===== src/rtl/regfile_pkg.sv =====
`default_nettype none
// ============================================================================
// Module   : regfile_pkg
// Purpose  : Shared register-file constants, write-sequencer state encoding
//            and a constant clog2 helper for width calculations.
// Revision : 1.0 - initial release
// ============================================================================
package regfile_pkg;

  localparam int RF_WIDTH  = 16;
  localparam int RF_DEPTH  = 8;
  localparam int RF_ADDR_W = 3;

  typedef enum logic [0:0] {
    ST_IDLE  = 1'b0,
    ST_WRITE = 1'b1
  } state_t;

  // Ceiling log2, usable in parameter and port-width expressions
  function automatic int clog2(input int n);
    int r;
    r = 0;
    while ((1 << r) < n) r = r + 1;
    return r;
  endfunction

endpackage
`default_nettype wire


===== src/rtl/rr_arbiter.sv =====
`default_nettype none
// ============================================================================
// Module   : rr_arbiter
// Purpose  : Combinational rotating-priority pick. Returns the first eligible
//            request (req & ~mask) found searching upward from i_ptr, wrapping
//            modulo N.
// Revision : 1.0 - initial release
// ============================================================================
module rr_arbiter
  import regfile_pkg::*;
#(
  parameter int N   = 4,
  parameter int IDW = clog2(N)
) (
  input  logic [N-1:0]   i_req,
  input  logic [N-1:0]   i_mask,
  input  logic [IDW-1:0] i_ptr,
  output logic [IDW-1:0] o_idx,
  output logic           o_valid
);

  localparam logic [IDW:0] C_N = (IDW+1)'(N);

  logic [N-1:0] w_elig;
  logic [IDW:0] w_sum;

  assign w_elig = i_req & ~i_mask;

  // Walk offsets from farthest to nearest so the nearest hit wins
  always_comb begin
    o_idx   = '0;
    o_valid = 1'b0;
    w_sum   = '0;
    for (int k = N - 1; k >= 0; k--) begin
      w_sum = {1'b0, i_ptr} + (IDW+1)'(k);
      if (w_sum >= C_N) w_sum = w_sum - C_N;
      if (w_elig[w_sum[IDW-1:0]]) begin
        o_valid = 1'b1;
        o_idx   = w_sum[IDW-1:0];
      end
    end
  end

endmodule
`default_nettype wire


===== src/rtl/regfile_wr_arbiter.sv =====
`default_nettype none
// ============================================================================
// Module   : regfile_wr_arbiter
// Purpose  : Round-robin write arbiter/sequencer for the 8x16 register file.
//            Grants one requester per cycle, latches its address/data and
//            issues a registered one-cycle write strobe plus ack pulse.
//            Optional macro REGFILE_WR_LOCK_EN adds lock_mask/err: writes to
//            locked registers are acked with err and not issued.
// Revision : 1.0 - initial release
// ============================================================================
module regfile_wr_arbiter
  import regfile_pkg::*;
#(
  parameter int NUM_REQ = 4,
  parameter int WIDTH   = RF_WIDTH,
  parameter int DEPTH   = RF_DEPTH,
  parameter int ADDR_W  = RF_ADDR_W
) (
  input  logic                        clk,
  input  logic                        rst,
  input  logic [NUM_REQ-1:0]          req,
  input  logic [NUM_REQ*ADDR_W-1:0]   req_addr,
  input  logic [NUM_REQ*WIDTH-1:0]    req_data,
`ifdef REGFILE_WR_LOCK_EN
  input  logic [DEPTH-1:0]            lock_mask,
  output logic [NUM_REQ-1:0]          err,
`endif
  output logic [NUM_REQ-1:0]          ack,
  output logic                        rf_wr_en,
  output logic [ADDR_W-1:0]           rf_addr,
  output logic [WIDTH-1:0]            rf_wr_data,
  output logic                        busy,
  output logic [clog2(NUM_REQ)-1:0]   gnt_id
);

  localparam int ID_W = clog2(NUM_REQ);

  // Elaboration-time guard against inconsistent sizing
  if ((ADDR_W != clog2(DEPTH)) || (NUM_REQ < 2) || (NUM_REQ > 8)) begin : g_cfg_check
    $error("regfile_wr_arbiter: invalid NUM_REQ/DEPTH/ADDR_W combination");
  end

  state_t              r_state;
  logic [ID_W-1:0]     r_ptr;
  logic [ID_W-1:0]     r_gnt_id;
  logic [NUM_REQ-1:0]  r_ack;
  logic                r_wr_en;
  logic [ADDR_W-1:0]   r_addr;
  logic [WIDTH-1:0]    r_data;
  logic                r_busy;
`ifdef REGFILE_WR_LOCK_EN
  logic [NUM_REQ-1:0]  r_err;
`endif

  logic [NUM_REQ-1:0]  w_mask;
  logic [ID_W-1:0]     w_next_ptr;
  logic [ID_W-1:0]     w_sptr;
  logic [ID_W-1:0]     w_idx;
  logic                w_valid;
  logic [ADDR_W-1:0]   w_addr;
  logic [WIDTH-1:0]    w_data;

  // While writing, the grantee's req is still high: hide it and search from
  // the slot after it so back-to-back grants rotate fairly.
  assign w_mask     = (r_state == ST_WRITE) ? (NUM_REQ'(1) << r_gnt_id) : '0;
  assign w_next_ptr = (r_gnt_id == ID_W'(NUM_REQ - 1)) ? '0 : r_gnt_id + 1'b1;
  assign w_sptr     = (r_state == ST_WRITE) ? w_next_ptr : r_ptr;

  rr_arbiter #(
    .N   (NUM_REQ),
    .IDW (ID_W)
  ) u_rr_arbiter (
    .i_req   (req),
    .i_mask  (w_mask),
    .i_ptr   (w_sptr),
    .o_idx   (w_idx),
    .o_valid (w_valid)
  );

  // Select the winner's address and data slices
  always_comb begin
    w_addr = '0;
    w_data = '0;
    for (int i = 0; i < NUM_REQ; i++) begin
      if (w_idx == ID_W'(i)) begin
        w_addr = req_addr[i*ADDR_W +: ADDR_W];
        w_data = req_data[i*WIDTH +: WIDTH];
      end
    end
  end

  // IDLE/WRITE sequencer: any grant (from either state) lands in WRITE next
  always_ff @(posedge clk or negedge rst) begin
    if (!rst) begin
      r_state  <= ST_IDLE;
      r_ptr    <= '0;
      r_gnt_id <= '0;
      r_ack    <= '0;
      r_wr_en  <= 1'b0;
      r_addr   <= '0;
      r_data   <= '0;
      r_busy   <= 1'b0;
`ifdef REGFILE_WR_LOCK_EN
      r_err    <= '0;
`endif
    end else begin
      if (r_state == ST_WRITE) r_ptr <= w_next_ptr;
      if (w_valid) begin
        r_state  <= ST_WRITE;
        r_gnt_id <= w_idx;
        r_ack    <= NUM_REQ'(1) << w_idx;
        r_addr   <= w_addr;
        r_data   <= w_data;
        r_busy   <= 1'b1;
`ifdef REGFILE_WR_LOCK_EN
        r_wr_en  <= ~lock_mask[w_addr];
        r_err    <= lock_mask[w_addr] ? (NUM_REQ'(1) << w_idx) : '0;
`else
        r_wr_en  <= 1'b1;
`endif
      end else begin
        r_state  <= ST_IDLE;
        r_ack    <= '0;
        r_wr_en  <= 1'b0;
        r_busy   <= 1'b0;
`ifdef REGFILE_WR_LOCK_EN
        r_err    <= '0;
`endif
      end
    end
  end

  assign ack        = r_ack;
  assign rf_wr_en   = r_wr_en;
  assign rf_addr    = r_addr;
  assign rf_wr_data = r_data;
  assign busy       = r_busy;
  assign gnt_id     = r_gnt_id;
`ifdef REGFILE_WR_LOCK_EN
  assign err        = r_err;
`endif

endmodule
`default_nettype wire


===== config.mk =====
export PLATFORM = sky130hd
export DESIGN_NAME = regfile_wr_arbiter
export DESIGN_NICKNAME = d
export VERILOG_FILES = /design/src/rtl/regfile_pkg.sv /design/src/rtl/rr_arbiter.sv /design/src/rtl/regfile_wr_arbiter.sv
export SDC_FILE = /design/constraint.sdc
export NUM_CORES = 1
export LEC_CHECK = 0
export ABC_AREA = 1
export BUFFER_PORTS_ARGS = -buffer_cell sky130_fd_sc_hd__buf_2
export CORE_ASPECT_RATIO = 0.6
export CORE_UTILIZATION = 50
export CTS_BUF_LIST = sky130_fd_sc_hd__clkbuf_4
export CTS_CLUSTER_DIAMETER = 50
export CTS_CLUSTER_SIZE = 12
export DETAILED_ROUTE_END_ITERATION = 8
export GPL_TIMING_DRIVEN = 1
export PLACE_DENSITY = 0.88
export RECOVER_POWER = 25
export SKIP_CTS_REPAIR_TIMING = 1
export SYNTH_ARGS = -nofsm -noshare
export SYNTH_HDL_FRONTEND = slang
export SYNTH_SLANG_ARGS = --single-unit

===== constraint.sdc =====
create_clock -name clk -period 3.6 [get_ports clk]
set_input_delay 1.08 -clock clk [delete_from_list [all_inputs] [get_ports clk]]
set_output_delay 1.08 -clock clk [all_outputs]
set_load 0.05 [all_outputs]

==> Flow_metrics.wiki <==
{| class="wikitable"
! Metric !! Value
|-
| Max Buffers Root-to-Sink || 2
|-
| Post-Layout Cell Count || 461
|-
| Final setup violation count || 0
|-
| Violations in the final reports || DRC, capacitance limit, slew limit
|-
| Number of max-cap violations || 1
|-
| DRC violation count after routing || 8
|-
| Area overhead of the layout relative to synthesis || 27.2%
|-
| Summed instance area of the synthesized netlist || 0.00205 sq mm
|-
| Layout fillers || 334
|-
| Global-route congestion overflow total || 0
|-
| Count of buffers from port buffering || 108
|-
| Half-perimeter wire length of the detailed placement result || 4440 microns
|-
| Pin count of the biggest net entering global routing || 33
|-
| Number of global-route vias before repair || 2054
|-
| Max Clock Freq || 0.342 GHz
|-
| Post-Syn Instances || 315
|-
| Reg2reg path depth || 17
|-
| Footprint of the multi-input gates || 0.00114 sq mm
|-
| Critical Path End || rf_addr[0]
|-
| Top Ports || 109
|-
| Sequential-to-total area share from yosys stat || 34.2%
|-
| Critical path start-end classification || reg2reg
|-
| Critical R2R Capture || rf_addr[0]
|-
| Slew at the pin closest to its max-slew limit || 1550 ps
|-
| Count of vias placed by the detailed router || 2343
|-
| Post-route minimum period || 2920 ps
|-
| Fraction of final layout cells sized beyond drive strength 1 || 32.6%
|-
| Clock tree from TritonCTS || built
|-
| Netlist cell types || 23
|-
| Clk_lat worst skew || 350 ps
|-
| Floorplan row count || 17
|-
| Run status || complete, but fails checks
|-
| Wire per inst || 12.8 microns
|-
| Final worst-path cycle share || 81.2%
|-
| Average cell area after synthesis || 6.51 sq um
|-
| Flip-flop and latch count after synthesis || 28
|-
| Routing usage on met1 || 39.2%
|-
| Total count of hold-check failures in the final report || 0
|-
| Depth of the CTS H-tree || 1
|-
| Required @ worst endpoint || 3840 ps
|-
| Cell area after layout || 0.00261 sq mm
|-
| Setup TNS || 0 ps
|-
| Worst setup path startpoint || gnt_id[0]
|-
| Post-placement cell area || 0.00256 sq mm
|-
| Initial detailed-routing violation count || 122
|-
| Num Clock Sinks || 28
|-
| Placed Cells incl. Taps || 457
|-
| Final Slew Violations || 29
|-
| Total clock buffers created by CTS || 3
|-
| Clk_skew || 18.9 ps
|-
| Antenna viol nets, final || 0
|-
| Die span in x || 84.7 microns
|-
| GR Layer Usage met2 || 45.9%
|-
| Area of the die || 0.00437 sq mm
|-
| Final Wtd Congestion || 0.950
|-
| Final wirelength || 5880 microns
|-
| Overall die height || 51.6 microns
|-
| Root Buffer || sky130_fd_sc_hd__clkbuf_4
|-
| Min-delay src || rf_wr_data[0]
|-
| Startpoint types || flip-flop
|-
| Tot GR Track Use || 27.8%
|-
| Core box area || 0.00379 sq mm
|-
| Critical path fanouts, max || 32
|-
| Area taken by flip-flops and latches || 701 sq um
|-
| Worst min path class || reg2reg
|-
| Number of antenna violations at the first check in global routing || 0
|-
| Type of destination of the critical path || flip-flop
|-
| Worst Hold Slack || 514 ps
|-
| Ant diodes || 0
|-
| Grt met3 use || 6.35%
|-
| Unrepaired setup endpoints after global routing || false
|-
| Drt via density || 5.08
|-
| Busiest layer in global routing || met2
|-
| Syn nets || 401
|-
| Register-to-register path setup slack || 680 ps
|-
| Data arrival time of the worst path || 3160 ps
|-
| Initial DRT Pass Iterations || 9
|-
| Normalized max-slew margin || -3.39%
|-
| Total of warnings raised by yosys || 0
|-
| Launch instance of the worst register-to-register path || gnt_id[0]
|-
| Clock transition at the register clock pins on the worst setup and hold paths after CTS || 150 ps
|-
| Effective utilization at floorplan || 54.1%
|-
| First-pass GRT wire length || 9580 microns
|-
| Final-stage net count || 501
|}
-- layer usage --
metal,part of all wire (%),vias up
met2,43,116
met4,0.65,0
met1,47,1031
met5,0,-
li1,-,1187
met3,9.2,9
-- cell usage after synthesis, drive strengths merged --
cell type	count	share of area, %
o21bai	3	1.1
nand2	119	24
ha	4	2.4
inv	25	4.8
buf	14	4.6
dfrtp	28	34
clkinv	1	0.18
nor2	48	9.8
a21oi	3	0.73
o21ai	11	3.2
nand3	59	15
-- state kept, by name, indices dropped and copies added, names as in the netlist --
register / cells
gnt_id: 2
rf_wr_data: 16
busy: 1
ack: 4
r_ptr: 2
rf_addr: 3
-- kinds of logic (layout without fill, tap and decap cells) --
logic type                 after synthesis  after routing  synth area share [%]
AOI/OAI and AO/OA                       17             17                  5.07
DFF                                     28             28                  34.2
buffers and inverters                   40            139                  9.58
and+or+nand+nor                        226            226                  48.7
adders and majority gates                4              4                  2.44
-- area by class of cell --
class                           count  area share (%)
Clock buffer                        3           0.864
Clock inverter                      1            1.15
Inverter                           26            3.94
Multi-Input combinational cell    247            43.9
Sequential cell                    28            26.9
Tap cell                           47            2.26
Timing Repair Buffer              109            21.0
-- critical path: stages (launching register included) --
cell and delay [ps]:
sky130_fd_sc_hd__dfrtp_1 470, sky130_fd_sc_hd__inv_1 130, sky130_fd_sc_hd__ha_1 320, sky130_fd_sc_hd__inv_1 50
sky130_fd_sc_hd__nand2_1 60, sky130_fd_sc_hd__nand2_2 90, sky130_fd_sc_hd__nand2_1 70, sky130_fd_sc_hd__nand2_1 100
sky130_fd_sc_hd__nand2_2 120, sky130_fd_sc_hd__nand3_2 100, sky130_fd_sc_hd__o21bai_1 260, sky130_fd_sc_hd__nand2_2 430
sky130_fd_sc_hd__nand2_1 190, sky130_fd_sc_hd__inv_1 140, sky130_fd_sc_hd__nand2_1 90, sky130_fd_sc_hd__nand2_1 60
sky130_fd_sc_hd__nand2_1 60, sky130_fd_sc_hd__nand3_1 70
-- cells in the final DEF (no fill, tap or decap), types with 2 or more instances in the layout --
cell                       Yosys  layout
sky130_fd_sc_hd__clkbuf_4      0       3
sky130_fd_sc_hd__a21oi_1       3       3
sky130_fd_sc_hd__nor2_1       45      45
sky130_fd_sc_hd__o21bai_1      3       3
sky130_fd_sc_hd__buf_2         9     107
sky130_fd_sc_hd__nand3_2       2       2
sky130_fd_sc_hd__inv_2         2       2
sky130_fd_sc_hd__inv_4         2       2
sky130_fd_sc_hd__dfrtp_1      28      28
sky130_fd_sc_hd__nand2_2      12      12
sky130_fd_sc_hd__ha_1          4       4
sky130_fd_sc_hd__nand2_1     105     106
sky130_fd_sc_hd__o21ai_0       9       9
sky130_fd_sc_hd__nor2_2        2       2
sky130_fd_sc_hd__inv_1        21      21
sky130_fd_sc_hd__nand3_1      57      57
-- stage by stage --
stage	util, %	setup WS, ps
floorplan	-	1050
global placement	67.7	554
detailed placement	67.7	540
CTS	69.1	718
global route	68.8	414
finish	68.8	676
-- worst min-delay path by stage --
stage / end / slack (ps) / cells after the start
after detailed placement: rf_wr_data[0] / 480 / 2
after global routing: rf_wr_data[4] / 540 / 2
final: rf_wr_data[0] / 510 / 2
after CTS: rf_wr_data[0] / 520 / 2
after floorplan: r_ptr[1] / 500 / 2
after global placement: rf_wr_data[0] / 480 / 2
Power is not shown: default switching activity piles up to over one toggle a cycle in this logic, so the estimate is an artifact.
